==> src/rtl/berger_scrub_memory.sv <==
// Berger-coded (zero-count) protected memory with a background scrubber,
// a saturating error log and read-path unidirectional fault injection.
// Detect-only: corrupted words are reported, never corrected or rewritten.
module berger_scrub_memory #(
   parameter int DATA_W         = 8,
   parameter int ADDR_W         = 4,
   parameter int SCRUB_INTERVAL = 256,
   localparam int CHECK_W       = $clog2(DATA_W + 1),
   localparam int CW            = DATA_W + CHECK_W
) (
   input  logic              clk,
   input  logic              rst,
   input  logic              wr_en,
   input  logic              rd_en,
   input  logic [ADDR_W-1:0] input_addr,
   input  logic [DATA_W-1:0] input_data,
   input  logic [CW-1:0]     fault_mask,
   input  logic              fault_enable,
   input  logic              fault_zero_to_one,
   input  logic              scrub_en,
   input  logic              clear_errors,
   output logic [DATA_W-1:0] output_data,
   output logic              rd_valid,
   output logic              error_detected,
   output logic              scrub_busy,
   output logic              scrub_done,
   output logic [7:0]        err_count,
   output logic [ADDR_W-1:0] err_addr,
   output logic              err_from_scrub
);

   localparam int DEPTH = 1 << ADDR_W;
   localparam int CNT_W = $clog2(SCRUB_INTERVAL);
   localparam logic [CW-1:0] INIT_WORD = {{DATA_W{1'b0}}, CHECK_W'(DATA_W)};

   typedef enum logic {S_WAIT, S_SCAN} state_t;

   // Berger check symbol: number of zero bits in the data field.
   function automatic logic [CHECK_W-1:0] count_zeros(input logic [DATA_W-1:0] d);
      logic [CHECK_W-1:0] n;
      n = '0;
      for (int i = 0; i < DATA_W; i++) begin
         n = n + {{(CHECK_W-1){1'b0}}, ~d[i]};
      end
      return n;
   endfunction

   logic [CW-1:0]      mem_q [DEPTH];
   logic [CW-1:0]      rd_word_q;
   logic [CW-1:0]      wr_word;

   state_t             state_q, state_d;
   logic [CNT_W-1:0]   cnt_q, cnt_d;
   logic [ADDR_W-1:0]  scrub_addr_q, scrub_addr_d;
   logic               scrub_issue;

   logic               user_rd;
   logic [ADDR_W-1:0]  rd_sel_addr;
   logic               rd_pend_q, rd_pend_d;
   logic               rd_scrub_q, rd_scrub_d;
   logic               rd_last_q, rd_last_d;
   logic [ADDR_W-1:0]  rd_addr_q, rd_addr_d;

   logic [CW-1:0]      fault_word;
   logic [DATA_W-1:0]  eval_data;
   logic               eval_err;

   logic [DATA_W-1:0]  out_hold_q, out_hold_d;
   logic [7:0]         err_count_q, err_count_d;
   logic [ADDR_W-1:0]  err_addr_q, err_addr_d;
   logic               err_src_q, err_src_d;

   // Scrubber state register.
   always_ff @(posedge clk) begin
      if (rst) begin
         state_q      <= S_WAIT;
         cnt_q        <= '0;
         scrub_addr_q <= '0;
      end else begin
         state_q      <= state_d;
         cnt_q        <= cnt_d;
         scrub_addr_q <= scrub_addr_d;
      end
   end

   // Scrubber next state: interval timer in S_WAIT, address walk in S_SCAN.
   always_comb begin
      state_d      = state_q;
      cnt_d        = cnt_q;
      scrub_addr_d = scrub_addr_q;
      case (state_q)
         S_WAIT: begin
            if (!scrub_en) begin
               cnt_d = '0;
            end else if (cnt_q == CNT_W'(SCRUB_INTERVAL - 1)) begin
               cnt_d        = '0;
               scrub_addr_d = '0;
               state_d      = S_SCAN;
            end else begin
               cnt_d = cnt_q + 1'b1;
            end
         end
         default: begin
            if (!scrub_en) begin
               state_d = S_WAIT;
               cnt_d   = '0;
            end else if (scrub_issue) begin
               scrub_addr_d = scrub_addr_q + 1'b1;
               if (scrub_addr_q == {ADDR_W{1'b1}}) state_d = S_WAIT;
            end
         end
      endcase
   end

   // Scrubber outputs: a scrub read only takes an otherwise idle array cycle.
   always_comb begin
      scrub_busy  = (state_q == S_SCAN);
      scrub_issue = (state_q == S_SCAN) && scrub_en && !wr_en && !rd_en;
   end

   // Array port arbitration and read-issue bookkeeping.
   always_comb begin
      user_rd     = rd_en && !wr_en;
      rd_sel_addr = user_rd ? input_addr : scrub_addr_q;
      wr_word     = {input_data, count_zeros(input_data)};
      rd_pend_d   = user_rd || scrub_issue;
      rd_scrub_d  = scrub_issue;
      rd_last_d   = scrub_issue && (scrub_addr_q == {ADDR_W{1'b1}});
      rd_addr_d   = rd_sel_addr;
   end

   // Storage array with write port, registered read and reset re-initialisation.
   always_ff @(posedge clk) begin
      if (rst) begin
         for (int i = 0; i < DEPTH; i++) mem_q[i] <= INIT_WORD;
         rd_word_q <= INIT_WORD;
      end else begin
         if (wr_en) mem_q[input_addr] <= wr_word;
         if (rd_pend_d) rd_word_q <= mem_q[rd_sel_addr];
      end
   end

   // Read evaluation: inject the fault on the registered codeword, then decode.
   always_comb begin
      if (!fault_enable)          fault_word = rd_word_q;
      else if (fault_zero_to_one) fault_word = rd_word_q | fault_mask;
      else                        fault_word = rd_word_q & ~fault_mask;
      eval_data      = fault_word[CW-1:CHECK_W];
      eval_err       = (count_zeros(eval_data) != fault_word[CHECK_W-1:0]);
      rd_valid       = rd_pend_q && !rd_scrub_q;
      error_detected = rd_valid && eval_err;
      output_data    = rd_valid ? eval_data : out_hold_q;
      scrub_done     = rd_pend_q && rd_scrub_q && rd_last_q;
      out_hold_d     = output_data;
   end

   // Error log: a clear takes effect before an error logged in the same cycle.
   always_comb begin
      err_count_d = clear_errors ? 8'd0 : err_count_q;
      err_addr_d  = clear_errors ? '0 : err_addr_q;
      err_src_d   = clear_errors ? 1'b0 : err_src_q;
      if (rd_pend_q && eval_err) begin
         if (err_count_d != 8'hFF) err_count_d = err_count_d + 8'd1;
         err_addr_d = rd_addr_q;
         err_src_d  = rd_scrub_q;
      end
      err_count      = err_count_q;
      err_addr       = err_addr_q;
      err_from_scrub = err_src_q;
   end

   // Read pipeline, held output and error log registers.
   always_ff @(posedge clk) begin
      if (rst) begin
         rd_pend_q   <= 1'b0;
         rd_scrub_q  <= 1'b0;
         rd_last_q   <= 1'b0;
         rd_addr_q   <= '0;
         out_hold_q  <= '0;
         err_count_q <= 8'd0;
         err_addr_q  <= '0;
         err_src_q   <= 1'b0;
      end else begin
         rd_pend_q   <= rd_pend_d;
         rd_scrub_q  <= rd_scrub_d;
         rd_last_q   <= rd_last_d;
         rd_addr_q   <= rd_addr_d;
         out_hold_q  <= out_hold_d;
         err_count_q <= err_count_d;
         err_addr_q  <= err_addr_d;
         err_src_q   <= err_src_d;
      end
   end

endmodule

==> config.mk <==
export PLATFORM = sky130hd
export DESIGN_NAME = berger_scrub_memory
export DESIGN_NICKNAME = d
export VERILOG_FILES = /design/src/rtl/berger_scrub_memory.sv
export SDC_FILE = /design/constraint.sdc
export NUM_CORES = 1
export LEC_CHECK = 0
export ABC_AREA = 1
export CORE_ASPECT_RATIO = 0.9
export CORE_MARGIN = 2
export CORE_UTILIZATION = 45
export CTS_CLUSTER_SIZE = 10
export DETAILED_ROUTE_END_ITERATION = 10
export SLEW_MARGIN = 25
export SYNTH_ARGS = -nofsm -noshare
export SYNTH_HDL_FRONTEND = slang
export SYNTH_SLANG_ARGS = --single-unit
export TNS_END_PERCENT = 10
==> constraint.sdc <==
create_clock -name clk -period 4.66 [get_ports clk]
set_clock_uncertainty 0.15 [all_clocks]
set_input_delay 0.466 -clock clk [delete_from_list [all_inputs] [get_ports clk]]
set_output_delay 0.466 -clock clk [all_outputs]
set_load 0.05 [all_outputs]
==> impl_metrics.env <==
export IMPL_path_max_fanout=2
export IMPL_hold_start="rd_addr_q[2]"
export IMPL_r2r_setup_slack_ps=700
export IMPL_finalCritPeriodShare=0.986
export IMPL_worstHoldPathCells=2
export IMPL_clockBufferDepth=3
export IMPL_switching_share=0.273
export IMPL_p_clk_frac=0.385
export IMPL_r2r_end="err_addr[3]"
export IMPL_cts_tree="yes"
export IMPL_multiInputGateArea_mm2=0.00430
export IMPL_power_density_mw_per_mm2=377
export IMPL_register_area_mm2=0.00683
export IMPL_numCtsBuffers=29
export IMPL_leakagePower_nw=6.50
export IMPL_postSynthCellCount=1538
export IMPL_slowest_stage="fa_1"
export IMPL_clk_pin_slew_ps=60
export IMPL_die_y_um=163
export IMPL_grt_usage=0.229
export IMPL_outcome="finished, final reports clean"
export IMPL_max_slew_worst_pin_slew_ps=964
export IMPL_finalNetCount=1618
export IMPL_max_freq_mhz=218
export IMPL_internal_power_mw=3.95
export IMPL_port_buffers=56
export IMPL_async_flop_share=0
export IMPL_cts_hold_buffers=0
export IMPL_wl_mm=33.4
export IMPL_critical_path_arrival_ps=3980
export IMPL_worstRegToRegCells=19
export IMPL_cp_end_kind="primary output"
export IMPL_n_antenna_cell=0
export IMPL_core_area_mm2=0.0277
export IMPL_pwr_share_comb=0.154
export IMPL_antenna_found_initial=0
export IMPL_place_hpwl_mm=21.5
export IMPL_synth_area_top_cells="edfxtp_1 46%, nand3_1 11%, inv_1 8.9%, nand2_1 8.7%, dfxtp_1 8.4%"
export IMPL_worstPathCellList="mux2i_4, fa_1, inv_2, fa_1, fa_1, inv_1, ha_2, inv_2, fa_2, nand3_2, nand2_2, nor2_4, nand2_4, nand2_4, nor2_4, buf_12"
export IMPL_ys_ff_latch=245
export IMPL_design_area_mm2=0.0144
export IMPL_rsz0062_at_grt="true"
export IMPL_critPathRequiredTime_ps=4040
export IMPL_io_pin_count=57
export IMPL_postRouteAntennaNets=0
export IMPL_relSlewSlack=0.357
export IMPL_clock_sinks=245
export IMPL_p_seq_frac=0.461
export IMPL_grt_max_degree=54
export IMPL_clk_latency_ps=540
export IMPL_yosys_area_top_type="edfxtp_1"
export IMPL_slew_viol_final=0
export IMPL_post_dp_cell_area_mm2=0.0134
export IMPL_syn2layout_area_growth_pct=14.3
export IMPL_r2r_start="rd_word_q[5]"
export IMPL_p_sw_mw=1.48
export IMPL_crit_path_max_incr_delay_ps=560
export IMPL_syn_avg_cell_area_um2=8.18
export IMPL_start_kind="flop"
export IMPL_drc_errors=0
export IMPL_min_period_ps=4590
export IMPL_drtIter0Drc=870
export IMPL_dr_total_vias=9970
export IMPL_hp_class="reg -> reg"
export IMPL_synth_top_area_frac=0.458
export IMPL_hold_path_end="err_addr[2]"
export IMPL_wl_per_cell_um=17.1
export IMPL_drive_gt1_frac=0.0660
export IMPL_synth_edf_count=192
export IMPL_first_global_vias=9367
export IMPL_synth_cell_type_count=36
export IMPL_critPathTopFamily="adder cells"
export IMPL_grt_pass1_wl_mm=52.5
export IMPL_grt_ovfl_total=0
export IMPL_critical_path_most_common_cell="fa_1"
export IMPL_fillers=2619
export IMPL_cts_root_buffer="clkbuf_16"
export IMPL_finalSetupViolCount=0
export IMPL_syn_num_nets=1587
export IMPL_critical_path_class="reg -> out"
export IMPL_timing_final_hold_violations=0
export IMPL_vdd_drop_max_v=0.000259
export IMPL_routabilityCongestion=0.810
export IMPL_syn_area_mm2=0.0126
export IMPL_yosysSeqAreaShare=0.542
export IMPL_max_cap_viol_count=0
export IMPL_num_rows=58
export IMPL_dieArea_mm2=0.0293
export IMPL_htree_levels=1
export IMPL_yosysWarnings=0
export IMPL_synth_flop_cell="edfxtp_1"
export IMPL_start_util=0.454
export IMPL_routed_via_density=5.11
export IMPL_setup_tns_ps=0
export IMPL_path_buf_inv=4
export IMPL_firstDrtPassIters=5
export IMPL_die_x_um=180
[how the worst max path moves through the flow]
stage	depth (start not counted)	from	endpoint	slack, ps
4_1_cts	17	rd_word_q[5]	error_detected	-20
3_5_place_dp	20	fault_enable	error_detected	-410
6_report	16	rd_word_q[5]	error_detected	70
5_1_grt	18	rd_word_q[5]	error_detected	-120
3_3_place_gp	20	fault_enable	error_detected	-360
2_1_floorplan	19	fault_enable	error_detected	110
[worst reg2reg max path, delay by kind of cell, from the launching register on]
kind                     cells  cell delay (ps)
AO/OA/AOI/OAI                1              130
adder cells (fa/ha/maj)      5             2220
buffers and inverters        6              480
flip-flops                   1              360
multiplexers                 1               80
AND/OR/NAND/NOR              6              470
[cell families (layout without fill, tap and decap cells)]
| group | after synthesis | after routing | share of synthesized area |
|---|---|---|---|
| mux | 8 | 8 | 0.00636 |
| fa+ha+maj | 17 | 17 | 0.0217 |
| compound gates | 61 | 61 | 0.0276 |
| simple gates | 813 | 813 | 0.275 |
| buf+inv | 390 | 443 | 0.124 |
| flops | 245 | 245 | 0.542 |
| xor+xnor | 4 | 4 | 0.00278 |
[routing by layer]
metal | GRT usage | wire length (um) | share of wire
met3 | 0.0264 | 2050 | 0.061
met2 | 0.366 | 15300 | 0.46
met5 | 0 | 0 | 0
met1 | 0.329 | 15100 | 0.45
met4 | 0.0700 | 971 | 0.029
[area by class of cell]
class	count	area share
Clock buffer	51	0.0584
Clock inverter	2	0.00104
Inverter	304	0.0793
Multi-Input combinational cell	903	0.299
Sequential cell	245	0.475
Tap cell	360	0.0313
Timing Repair Buffer	86	0.0559
[state kept, by name (all words and copies together), names as in the netlist]
signal	cells
err_addr	4
rd_scrub_q	1
rd_pend_q	1
scrub_addr_q	4
cnt_q	8
scrub_busy	1
out_hold_q	8
rd_word_q	12
mem_q	192
rd_addr_q	4
err_count	8
err_from_scrub	1
rd_last_q	1
[synth_stat cells (all sizes together) (7+ instances only)]
cell type	instances
fa	8
nor3	7
o21ai	25
inv	303
clkbuf	42
nor2	222
nand3	275
dfxtp	53
nand2	298
ha	9
edfxtp	192
a21oi	29
mux2i	8
buf	44
[power groups by stage]
| stage | combinational [mW] | clock [mW] | sequential [mW] |
|---|---|---|---|
| after floorplan | 0.485 | 0 | 2.54 |
| after global placement | 0.771 | 0 | 2.54 |
| after detailed placement | 0.780 | 0 | 2.55 |
| after CTS | 0.800 | 2.12 | 2.50 |
| after global routing | 0.923 | 2.22 | 2.51 |
| final | 0.838 | 2.09 | 2.50 |
[stage by stage]
| step | setup WS (ps) | util | std cells | power [mW] | hold slack (ps) |
|---|---|---|---|---|---|
| final | 66.0 | 0.519 | 1951 | 5.43 | 318 |
| after global routing | -124 | 0.519 | 1951 | 5.65 | 342 |
| after CTS | -24.4 | 0.517 | 1951 | 5.42 | 317 |
| after detailed placement | -413 | 0.484 | 1894 | 3.33 | 311 |
| after global placement | -357 | 0.484 | 1894 | 3.31 | 300 |
| after floorplan | 113 | - | 1538 | 3.03 | 297 |
[timing repair]
item / 4_1_cts / 5_1_grt
setup buffers: 4 / 0
pin swaps: 10 / 11
resized for setup: 17 / 14
setup endpoints to repair: 1 / 1
[cell usage in the layout (no fill, tap or decap), types with 2 or more instances in the layout]
cell type        synthesis  layout
inv_2                    4       7
dlygate4sd2_1            0       4
nand2_4                  0       2
clkdlybuf4s50_1          0      50
nor3_1                   6       6
clkbuf_1                42      20
or2_2                    4       4
nand3_2                  1       2
o21ai_4                  1       3
fa_1                     8       7
buf_4                   10      29
dfxtp_1                 53      51
o21ai_1                  2       2
a211oi_1                 2       2
mux2i_4                  0       2
inv_1                  299     296
nand3b_1                 3       3
buf_12                   0       2
mux2i_1                  8       5
nand2_2                  6       8
clkbuf_16                0      30
nand2_1                292     288
nor2_1                 222     219
nor2_4                   0       2
nand4_1                  2       2
nand3_1                274     273
xor2_1                   3       2
ha_1                     9       8
a21oi_1                 29      29
edfxtp_1               192     192
o31ai_1                  3       3
o21ai_0                 19      19
(Power assumes the default switching activity.)
